**src/rtl/mem_portb_arbiter_if.sv**
```systemverilog
// Port-b arbitration bus: two requester channels plus the shared Memory port b.
// err1 exists only when MEM_ARB_IO_GUARD_EN is defined.
interface mem_portb_arbiter_if;
  logic        req0;
  logic        we0;
  logic [31:0] addr0;
  logic [31:0] wdata0;
  logic        lock0;
  logic        gnt0;
  logic        rvalid0;
  logic [31:0] rdata0;

  logic        req1;
  logic        we1;
  logic [31:0] addr1;
  logic [31:0] wdata1;
  logic        lock1;
  logic        gnt1;
  logic        rvalid1;
  logic [31:0] rdata1;

  logic [31:0] addrb;
  logic [31:0] write_datab;
  logic        web;
  logic [31:0] datab;
`ifdef MEM_ARB_IO_GUARD_EN
  logic        err1;
`endif

  modport slave (
    input  req0, we0, addr0, wdata0, lock0,
    output gnt0, rvalid0, rdata0,
    input  req1, we1, addr1, wdata1, lock1,
    output gnt1, rvalid1, rdata1,
    output addrb, write_datab, web,
    input  datab
`ifdef MEM_ARB_IO_GUARD_EN
    , output err1
`endif
  );

  modport master (
    output req0, we0, addr0, wdata0, lock0,
    input  gnt0, rvalid0, rdata0,
    output req1, we1, addr1, wdata1, lock1,
    input  gnt1, rvalid1, rdata1,
    input  addrb, write_datab, web,
    output datab
`ifdef MEM_ARB_IO_GUARD_EN
    , input err1
`endif
  );
endinterface

```
**src/rtl/mem_portb_arbiter.sv**
```systemverilog
// Round-robin arbiter for Memory port b with bounded burst locking.
// Define MEM_ARB_IO_GUARD_EN to block requester-1 accesses to IO space (except VGA windows).
module mem_portb_arbiter #(
  parameter int unsigned MAX_LOCK  = 16,
  parameter logic [31:0] IDLE_ADDR = 32'h0000_0000
) (
  input logic                clk,
  input logic                rst_n,
  mem_portb_arbiter_if.slave bus
);

  // state | meaning
  // IDLE  | no lock held, plain round-robin
  // OWN0  | CPU holds a lock
  // OWN1  | requester 1 holds a lock
  typedef enum logic [1:0] {
    IDLE = 2'd0,
    OWN0 = 2'd1,
    OWN1 = 2'd2
  } state_e;

  localparam logic [7:0] LOCK_LAST = 8'(MAX_LOCK - 1);

  state_e      state_q, state_d;
  logic        last_gnt_q;
  logic [7:0]  lock_cnt_q, lock_cnt_d;
  logic        rvalid0_q, rvalid1_q;
  logic [31:0] rdata0_q, rdata1_q;
  logic        gnt0, gnt1, blocked1, other_wait;
  logic [31:0] addrb_c, wdatab_c;
  logic        web_c;

  always_comb begin
    gnt0 = 1'b0;
    gnt1 = 1'b0;
    if (rst_n) begin
      if (state_q == OWN0 && bus.req0) begin
        if (bus.req1 && lock_cnt_q == LOCK_LAST) gnt1 = 1'b1;
        else                                     gnt0 = 1'b1;
      end else if (state_q == OWN1 && bus.req1) begin
        if (bus.req0 && lock_cnt_q == LOCK_LAST) gnt0 = 1'b1;
        else                                     gnt1 = 1'b1;
      end else if (bus.req0 && bus.req1) begin
        gnt0 = last_gnt_q;
        gnt1 = ~last_gnt_q;
      end else begin
        gnt0 = bus.req0;
        gnt1 = bus.req1;
      end
    end
  end

`ifdef MEM_ARB_IO_GUARD_EN
  // VGA text/attribute windows live inside IO space but stay reachable by the DMA.
  assign blocked1 = gnt1 && (bus.addr1[31:16] == 16'hffff) &&
                    (bus.addr1[31:12] != 20'hffffe) && (bus.addr1[31:12] != 20'hffffd);
`else
  assign blocked1 = 1'b0;
`endif

  always_comb begin
    addrb_c  = IDLE_ADDR;
    wdatab_c = 32'h0;
    web_c    = 1'b0;
    if (gnt0) begin
      addrb_c  = bus.addr0;
      wdatab_c = bus.wdata0;
      web_c    = bus.we0;
    end else if (gnt1 && !blocked1) begin
      addrb_c  = bus.addr1;
      wdatab_c = bus.wdata1;
      web_c    = bus.we1;
    end
  end

  always_comb begin
    state_d = IDLE;
    if (gnt0 && bus.lock0)      state_d = OWN0;
    else if (gnt1 && bus.lock1) state_d = OWN1;

    other_wait = (state_q == OWN0) ? bus.req1 : bus.req0;
    lock_cnt_d = 8'd0;
    if (state_d != IDLE && state_d == state_q)
      lock_cnt_d = other_wait ? lock_cnt_q + 8'd1 : lock_cnt_q;
  end

  always_ff @(posedge clk) begin
    if (!rst_n) begin
      state_q    <= IDLE;
      last_gnt_q <= 1'b1;
      lock_cnt_q <= 8'd0;
      rvalid0_q  <= 1'b0;
      rvalid1_q  <= 1'b0;
      rdata0_q   <= 32'h0;
      rdata1_q   <= 32'h0;
`ifdef MEM_ARB_IO_GUARD_EN
      bus.err1   <= 1'b0;
`endif
    end else begin
      state_q    <= state_d;
      lock_cnt_q <= lock_cnt_d;
      if (gnt0 || gnt1) last_gnt_q <= gnt1;
      rvalid0_q  <= gnt0 && !bus.we0;
      rvalid1_q  <= gnt1 && !bus.we1;
      if (gnt0 && !bus.we0) rdata0_q <= bus.datab;
      if (gnt1 && !bus.we1) rdata1_q <= blocked1 ? 32'h0 : bus.datab;
`ifdef MEM_ARB_IO_GUARD_EN
      bus.err1   <= blocked1;
`endif
    end
  end

  assign bus.gnt0        = gnt0;
  assign bus.gnt1        = gnt1;
  assign bus.rvalid0     = rvalid0_q;
  assign bus.rvalid1     = rvalid1_q;
  assign bus.rdata0      = rdata0_q;
  assign bus.rdata1      = rdata1_q;
  assign bus.addrb       = addrb_c;
  assign bus.write_datab = wdatab_c;
  assign bus.web         = web_c;

endmodule

```
**src/flat_wrapper.sv**
```systemverilog
// flat-port wrapper written by rule: the top's interface ports become plain ports
module mem_portb_arbiter_flat 
#(
  parameter int unsigned MAX_LOCK  = 16,
  parameter logic [31:0] IDLE_ADDR = 32'h0000_0000
)
  (clk, rst_n, bus_req0, bus_we0, bus_addr0, bus_wdata0, bus_lock0, bus_gnt0, bus_rvalid0, bus_rdata0, bus_req1, bus_we1, bus_addr1, bus_wdata1, bus_lock1, bus_gnt1, bus_rvalid1, bus_rdata1, bus_addrb, bus_write_datab, bus_web, bus_datab);
  mem_portb_arbiter_if bus_i ();
  input logic clk;
  input logic rst_n;
  input wire logic [$bits(bus_i.req0)-1:0] bus_req0;
  input wire logic [$bits(bus_i.we0)-1:0] bus_we0;
  input wire logic [$bits(bus_i.addr0)-1:0] bus_addr0;
  input wire logic [$bits(bus_i.wdata0)-1:0] bus_wdata0;
  input wire logic [$bits(bus_i.lock0)-1:0] bus_lock0;
  output wire logic [$bits(bus_i.gnt0)-1:0] bus_gnt0;
  output wire logic [$bits(bus_i.rvalid0)-1:0] bus_rvalid0;
  output wire logic [$bits(bus_i.rdata0)-1:0] bus_rdata0;
  input wire logic [$bits(bus_i.req1)-1:0] bus_req1;
  input wire logic [$bits(bus_i.we1)-1:0] bus_we1;
  input wire logic [$bits(bus_i.addr1)-1:0] bus_addr1;
  input wire logic [$bits(bus_i.wdata1)-1:0] bus_wdata1;
  input wire logic [$bits(bus_i.lock1)-1:0] bus_lock1;
  output wire logic [$bits(bus_i.gnt1)-1:0] bus_gnt1;
  output wire logic [$bits(bus_i.rvalid1)-1:0] bus_rvalid1;
  output wire logic [$bits(bus_i.rdata1)-1:0] bus_rdata1;
  output wire logic [$bits(bus_i.addrb)-1:0] bus_addrb;
  output wire logic [$bits(bus_i.write_datab)-1:0] bus_write_datab;
  output wire logic [$bits(bus_i.web)-1:0] bus_web;
  input wire logic [$bits(bus_i.datab)-1:0] bus_datab;
  assign bus_i.req0 = bus_req0;
  assign bus_i.we0 = bus_we0;
  assign bus_i.addr0 = bus_addr0;
  assign bus_i.wdata0 = bus_wdata0;
  assign bus_i.lock0 = bus_lock0;
  assign bus_gnt0 = bus_i.gnt0;
  assign bus_rvalid0 = bus_i.rvalid0;
  assign bus_rdata0 = bus_i.rdata0;
  assign bus_i.req1 = bus_req1;
  assign bus_i.we1 = bus_we1;
  assign bus_i.addr1 = bus_addr1;
  assign bus_i.wdata1 = bus_wdata1;
  assign bus_i.lock1 = bus_lock1;
  assign bus_gnt1 = bus_i.gnt1;
  assign bus_rvalid1 = bus_i.rvalid1;
  assign bus_rdata1 = bus_i.rdata1;
  assign bus_addrb = bus_i.addrb;
  assign bus_write_datab = bus_i.write_datab;
  assign bus_web = bus_i.web;
  assign bus_i.datab = bus_datab;
  mem_portb_arbiter #(.MAX_LOCK(MAX_LOCK), .IDLE_ADDR(IDLE_ADDR)) u_core (.clk(clk), .rst_n(rst_n), .bus(bus_i));
endmodule
```
**config.mk**
```make
export PLATFORM = sky130hd
export DESIGN_NAME = mem_portb_arbiter_flat
export DESIGN_NICKNAME = d
export VERILOG_FILES = /design/src/rtl/mem_portb_arbiter_if.sv /design/src/rtl/mem_portb_arbiter.sv /design/src/flat_wrapper.sv
export SDC_FILE = /design/constraint.sdc
export NUM_CORES = 1
export LEC_CHECK = 0
export CAP_MARGIN = 10
export CORE_AREA = 2 2 118 120
export DETAILED_ROUTE_END_ITERATION = 16
export DIE_AREA = 0 0 120 122
export GPL_TIMING_DRIVEN = 0
export PLACE_DENSITY = 0.74
export SLEW_MARGIN = 20
export SYNTH_ARGS = -nofsm -noshare
export SYNTH_HDL_FRONTEND = slang
export SYNTH_SLANG_ARGS = --single-unit
```
**constraint.sdc**
```tcl
create_clock -name clk -period 3.6 [get_ports clk]
set_input_delay 0.72 -clock clk [delete_from_list [all_inputs] [get_ports clk]]
set_output_delay 0.72 -clock clk [all_outputs]
set_load 0.01 [all_outputs]
```
# Word level (Yosys, flattened, before mapping)

Cells that the tools add are included.

Output and inout bits: 133
Bits in registers: 77

Bitwise gates (word level): 1
Reductions and logical operators: 15
Add/subtract/negate cells: 1
Multiplexer cells: 21
Eq/ne operators: 4

Operators with widths:

| cell                                                            | count |
|---|---|
| 32-bit two-way mux                                              | 4 |
| 1-bit two-way mux                                               | 15 |
| 1-bit logical AND                                               | 10 |
| 8-bit by 1-bit adder with 8-bit output, second input constant   | 1 |
| 8-bit by 4-bit == test with 1-bit output, second input constant | 1 |
| 2-bit two-way mux                                               | 2 |
| 2-bit by 1-bit == test with 1-bit output, second input constant | 1 |
| 2-bit == test                                                   | 1 |
| 2-bit == test, second input constant                            | 1 |
| 1-bit logical NOT                                               | 2 |
| 2-bit AND reduction                                             | 1 |
| 2-bit nonzero test                                              | 1 |
| 1-bit logical OR                                                | 1 |
| 1-bit inverter                                                  | 1 |

# Longest topological paths before layout

Depth in word-level cells: 12
Gate-level depth with buffers: 8
Depth with buffers taken out: 6

# Worst setup path after synthesis

Ideal clock, no wire load.

Path type: input port to output port
Start: input port rst_n
End: output port bus_addrb[24]
Arrival time: 1895 ps
Cell stages on the path: 6
Path slack: 985 ps
Path through: clkbuf_1 > inv_1 > a2111oi_4 > buf_4 > buf_2 > a22o_1

Longest elaborated chain between the ends: 3

RTL lines:

| element              | RTL line                | RTL |
|---|---|---|
| start: declaration   | flat_wrapper.sv:10      | `input logic rst_n;` |
| 1-bit two-way mux    | mem_portb_arbiter.sv:36 | `if (rst_n) begin` |
| 32-bit two-way mux   | mem_portb_arbiter.sv:69 | `end else if (gnt1 && !blocked1) begin` |
| 32-bit two-way mux * | mem_portb_arbiter.sv:65 | `if (gnt0) begin` |
| end: declaration     | flat_wrapper.sv:27      | `output wire logic [$bits(bus_i.addrb)-1:0] bus_addrb;` |

Every way passes the cells marked *; elsewhere a longest branch is shown, timed or not.

# Worst setup path after layout

Start: input port bus_req1
End: output port bus_write_datab[10]

Longest elaborated chain between the ends: 7

RTL lines:

| element              | RTL line                | RTL |
|---|---|---|
| start: declaration   | flat_wrapper.sv:19      | `input wire logic [$bits(bus_i.req1)-1:0] bus_req1;` |
| 1-bit logical AND    | mem_portb_arbiter.sv:43 | `end else if (bus.req0 && bus.req1) begin` |
| 1-bit two-way mux    | mem_portb_arbiter.sv:43 |  |
| 1-bit two-way mux    | mem_portb_arbiter.sv:40 | `end else if (state_q == OWN1 && bus.req1) begin` |
| 1-bit two-way mux    | mem_portb_arbiter.sv:37 | `if (state_q == OWN0 && bus.req0) begin` |
| 1-bit two-way mux    | mem_portb_arbiter.sv:36 |  |
| 32-bit two-way mux   | mem_portb_arbiter.sv:69 |  |
| 32-bit two-way mux * | mem_portb_arbiter.sv:65 |  |
| end: declaration     | flat_wrapper.sv:28      | `output wire logic [$bits(bus_i.write_datab)-1:0] bus_write_datab;` |

Marks and branches as above.

==> impl_metrics.toml <==
[pwr]
power_mw = 2.64
p_leak_nw = 2.96
power-per-cell-area_nw_per_um2 = 356
max-vdd-ir-drop_mv = 0.230

[final_layout]
postLayoutCellArea_sq_um = 7410
drive_gt1_share_pct = 8.01
nets = 876
area_growth_pct = 100
utilization_pct = 54.9
antenna_cells = 0

[worst_hold_path]
hp-class = "reg -> reg"
hold_path.startpoint = "u_core.bus.rdata0[9]"

[yosys]
yosys.area_share.xor_xnor_pct = 1.66
synth-compound-area-share_pct = 18.0
yosys_warnings = 0
yosysTopAreaCellShare_pct = 41.7
synth_cell_types = 36
avgSynthCellArea_sq_um = 9.46
synth-adder-area-share_pct = 0.338
synth_edf_count = 0
synthCells = 391
synth_area_leader_cell = "dfxtp_1"
yosysMostFrequentCell = "nand2_1"
synth-simple-area-share_pct = 15.4
ys.flop_type = "dfxtp_1"
syn-num-nets = 560
synthTopCellsByCount = "nand2_1, dfxtp_1, mux2i_1"
synth_top_family_by_area = "multiplexers"
ys_ff_latch = 77
yosys-mux-area-fraction_pct = 18.1
synth_area_leaders = "dfxtp_1, mux2i_1, a22o_1"
async_flop_share_pct = 0
ys_seq_area_share_pct = 41.7
syn_area_sq_um = 3700

[routing]
detail-route-antenna-nets = 0
wirelength_mm = 17.1
drtPass1Iterations = 4
drc = 0
dr.first_iter.drc_count = 159
num_vias = 4288
routed_via_density = 4.81
post_drt_wl_per_cell_microns = 19.2

[floorplanning]
rows = 43
die_w_microns = 120
start_util_pct = 27.4
die-height_microns = 122
ioPinCount = 301
core_sq_um = 13500
die-area_sq_um = 14600

[critical_path]
cp.arrival_ns = 2.77
r2r-start = "u_core.lock_cnt_q[4]"
worstSetupPathType = "in -> out"
worstPathCellList = "dlygate4sd2_1 -> inv_2 -> o41ai_2 -> a2111oi_4 -> buf_6 -> buf_4 -> a22o_1 -> clkdlybuf4s50_1"
endpoint_kind = "output pin"
critPathLaunch = "bus_req1"
crit_fanout = 10
max_stage_delay_ns = 0.54
crit_required_ns = 2.88
cp-start-kind = "input pin"
cp_slowest_cell = "clkdlybuf4s50_1"

[run]
maxCapViolations = 0

[grt]
grt_usage_pct = 22.3
antenna_found_initial = 2
grt_pass1_wl_mm = 25.0
grt_pass1_vias = 4401
grt_max_degree = 13
overflow = 0

[clock_tree]
clk_pin_slew_ns = 0.06
cts.sinks = 77
cts-root-buf = "clkbuf_16"
hold_buffers = 0
cts.path.max_buffers = 2
cts_tree = "done"
clock_latency_ns = 0.33
htreeDepth = 3
cts_buffers = 9

[placed_design]
routabilityCongestion = 0.779
io_buffer_count = 299
placed_area_sq_um = 6920
dp_hpwl_mm = 13.8
dp_slack_ns = -0.422

[timing]
worst_pin_slew_ns = 0.762
fin_ws_ns = 0.107
fmax_mhz = 286
tns_ns = 0
fin_crit_ns = 3.49
setup_violations = 0
min_period_over_period_pct = 97.0
max-slew-margin-rel_pct = 49.0
finClkSkew_ns = 0.00580
rsz0062_at_grt = "true"
slew_violations = 0
hold_violations = 0

[outcome]
status = "finished clean"
## what timing repair did
item,in CTS,in global routing
pin swaps,4,2
buffers inserted,2,4
hold endpoints to repair,0,0
setup endpoints to repair,65,50
gates resized for setup,39,11
## registers in the layout (all words and copies together), names as in the netlist
register            count
u_core.bus.rvalid0      1
u_core.bus.rdata1      32
u_core.bus.rvalid1      1
u_core.state_q          2
u_core.lock_cnt_q       8
u_core.last_gnt_q       1
u_core.bus.rdata0      32
## path summary, 6_finish.rpt
check,slack [ns],cells after the start,endpoint
setup / recovery,0.11,8,bus_write_datab[10]
hold / removal,0.46,2,u_core.bus.rdata0[9]
setup reg to reg,1.21,7,u_core.bus.rdata1[22]
hold reg to reg,0.46,2,u_core.bus.rdata0[9]
## per-layer routing
layer,up-vias,track usage [%],wire length [microns]
li1,2028,-,-
met4,4,7.35,441
met3,27,7.68,1410
met5,-,0,26
met2,187,39.7,8670
met1,2042,24.8,6600
## cell usage in the layout, fill, tap and decap left out, types with 2 or more instances in the layout
| master | Yosys | layout |
|---|---|---|
| clkbuf_1 | 12 | 11 |
| nor3b_1 | 2 | 2 |
| clkbuf_16 | 0 | 9 |
| buf_4 | 12 | 17 |
| a22o_1 | 65 | 64 |
| dfxtp_1 | 77 | 75 |
| nand2b_1 | 2 | 2 |
| nand4b_1 | 2 | 2 |
| clkdlybuf4s50_1 | 0 | 274 |
| o211ai_1 | 2 | 2 |
| buf_2 | 7 | 4 |
| bufinv_16 | 0 | 3 |
| buf_6 | 0 | 4 |
| dlygate4sd2_1 | 0 | 19 |
| nor2_1 | 9 | 9 |
| clkbuf_8 | 0 | 3 |
| nor2b_1 | 3 | 3 |
| dfxtp_2 | 0 | 2 |
| mux2i_1 | 67 | 66 |
| xor2_1 | 2 | 2 |
| nand2_1 | 99 | 99 |
| dlymetal6s2s_1 | 0 | 6 |
| xnor2_1 | 5 | 5 |
| nor3_1 | 4 | 3 |
## where the power goes
part	total, mW	leakage (nW)	switching, mW	internal [mW]
sequential	0.912	0.629	0.0212	0.891
combinational	0.654	2.15	0.261	0.393
clock	1.07	0.176	0.340	0.734
## kinds of logic after synthesis
group           after synthesis
simple gates                132
mux                          67
xor+xnor                      7
fa+ha+maj                     1
flops                        77
buf+inv                      33
compound gates               74
## stage by stage
step,hold WS (ns),instances
CTS,0.457,888
floorplan,0.476,391
detailed placement,0.447,870
global route,0.472,892
global placement,0.442,870
finish,0.458,892
## critical path, delay by kind of cell
family	cells	cell delay (ns)
buf+inv	5	1.32
compound gates	3	0.74
## final cells by class
type,instances,area [sq um]
Buffer,31,198
Multi-Input combinational cell,281,2040
Tap cell,180,225
Inverter,2,7.51
Clock inverter,3,90.1
Sequential cell,77,1540
Timing Repair Buffer,305,3040
Clock buffer,13,270
Fill cell,1214,6090
No activity file was read; power rests on OpenSTA's default activity.
==> RTL change, RTL diff (config.mk and constraints unchanged) <==
The 3 states of `state_e` get a one-hot encoding in 3 bits.
--- a/src/rtl/mem_portb_arbiter.sv
+++ b/src/rtl/mem_portb_arbiter.sv
@@ -13,10 +13,10 @@
   // IDLE  | no lock held, plain round-robin
   // OWN0  | CPU holds a lock
   // OWN1  | requester 1 holds a lock
-  typedef enum logic [1:0] {
-    IDLE = 2'd0,
-    OWN0 = 2'd1,
-    OWN1 = 2'd2
+  typedef enum logic [2:0] {
+    IDLE = 3'b001,
+    OWN0 = 3'b010,
+    OWN1 = 3'b100
   } state_e;
 
   localparam logic [7:0] LOCK_LAST = 8'(MAX_LOCK - 1);
Behaviour: same outputs for any inputs over 4 cycles, from zero or initial values and one cycle with rst_n low; so few cycles prove little.
==> RTL change against the unedited design <==
- wire length shrank 4.1%
- area after synthesis grew 1.9%
- count of clock-buffer cells in the layout shrank 3
- largest power group unchanged
- critical endpoint is now bus_write_datab[15]
- sequential cell count grew 1
- total power shrank 3.7%
- setup slack lost 88 ps
- register-to-register slack gained 30 ps
- clock skew grew 0.51 ps
- critical path type unchanged
- die area is the same
- cell area grew 0.96%
==> RTL change: results (changes against the unedited design) <==
| Metric | Value |
|---|---|
| Run status | `completed (unchanged)` |
| Routed len/inst | `18.3 µm (was 19.2 µm)` |
| DR vias/cell | `4.81 (about the same)` |
| Combinational gate power | `631 µW (was 654 µW)` |
| M1 wire length | `6570 µm (was 6600 µm)` |
| Seq/Total Area, Yosys | `41.4% (was 41.7%)` |
| Static Leakage | `0.00302 µW (was 0.00296 µW)` |
| Post-synth top cells | `dfxtp_1, nand2_1, a22o_1, mux2i_1, nor2b_1 (was nand2_1, dfxtp_1, mux2i_1, a22o_1)` |
| Share of cells above drive strength 1 | `8.06% (was 8.01%)` |
| HPWL Detailed | `13300 µm (was 13800 µm)` |
| Crit path arrival time | `2860 ps (was 2770 ps)` |
| First-pass GRT wire length | `23900 µm (was 25000 µm)` |
| DR top layer | `met4 (was met5)` |
| Hold_sp | `u_core.bus.rdata0[2] (was u_core.bus.rdata0[9])` |
| Top post-synthesis cells by area | `dfxtp_1, a22o_1, mux2i_1 (was dfxtp_1, mux2i_1, a22o_1)` |
| Detail Route met2 WL | `8310 µm (was 8670 µm)` |
| GP Congestion | `0.846 (was 0.779)` |
| Via count | `4332 (was 4288)` |
| Max VDD drop | `0.000248 V (was 0.000230 V)` |
| Post-Syn Nets | `570 (was 560)` |
| Switching Share | `24.7% (was 23.6%)` |
| Area after DPL | `7000 µm² (was 6920 µm²)` |
| Power Density | `340 nW/µm² (was 356 nW/µm²)` |
| Cells after Synth | `401 (was 391)` |
| Clock Power Share | `39.1% (was 40.7%)` |
| Post-Place Cells | `881 (was 870)` |
| Synth Warn # | `0 (unchanged)` |
| Filler cell count | `1154 (was 1214)` |
| Iteration-0 DRC count of the detailed router | `245 (was 159)` |
| NetSw | `628 µW (was 622 µW)` |
| Initial antenna violation count | `0 (was 2)` |
| Worst-Margin Slew | `825 ps (was 762 ps)` |
| Reg2Reg Launch Point | `u_core.lock_cnt_q[0] (was u_core.lock_cnt_q[4])` |
| WL met3 | `1360 µm (was 1410 µm)` |
| Clk_skew | `6.31 ps (was 5.80 ps)` |
| Vias in the first global route | `4416 (was 4401)` |
| Setup WS pre-CTS | `-687 ps (was -422 ps)` |
| Largest net degree at the start of global routing | `15 (was 13)` |
| Port bufs | `300 (was 299)` |
| Netlist cell types | `43 (was 36)` |
| Worst-Skew Late Latency | `330 ps (about the same)` |
| Gr usage total | `21.1% (was 22.3%)` |
| NumNets Final | `884 (was 876)` |
RTL change: cell types whose count changed in the layout (fill, tap and decap cells not counted), sizes merged, moves of 3 or more:
cell,delta
nor4b,+8
xnor2,+3
buf,-3
o21ai,+33
nor2,-8
nand2,-31
nor2b,+31
dlymetal6s2s,+17
nand3,+3
clkbuf,-3
mux2i,-33
dlygate4sd2,-15
RTL change: logic make-up (layout without fill, tap and decap cells):
group,after synthesis,count (layout),synth area share (%)
multiplexers,34,34,9.03
flip-flops,78,78,41.4
XOR/XNOR,8,8,1.86
AND/OR/NAND/NOR,138,138,20.6
AO/OA/AOI/OAI,108,108,22.3
adder cells (fa/ha/maj),1,1,0.332
buffers and inverters,34,353,4.45
RTL change: critical path: stages:
cell	delay, ps
clkdlybuf4s15_2	230
and2_1	150
a32oi_1	350
o211a_4	270
buf_4	180
buf_2	230
a22o_1	160
clkdlybuf4s50_1	550
RTL change: repair_timing:
action	in CTS	in global routing
setup buffers	2	1
pin swaps	1	2
gates resized for setup	29	30
hold endpoints to repair	0	0
setup endpoints to repair	67	41
RTL change: per-layer routing:
metal,GRT usage [%],vias to the layer above
met1,25.7,2037
met3,5.15,10
met2,37.0,209
met4,5.37,0
li1,-,2076
met5,0,-
RTL change: final cells by class:
type | count | share of cell area [%]
Clock inverter | 6 | 1.25
Inverter | 3 | 0.150
Multi-Input combinational cell | 289 | 27.7
Timing Repair Buffer | 303 | 41.1
Tap cell | 180 | 3.01
Sequential cell | 78 | 20.9
Buffer | 31 | 2.64
Clock buffer | 10 | 3.19
RTL change: final timing paths:
check	cells past startpoint	to	slack (ps)
max reg2reg	7	u_core.bus.rdata1[5]	1240
min	2	u_core.bus.rdata0[2]	450
max	8	bus_write_datab[15]	20
min reg2reg	2	u_core.bus.rdata0[2]	450
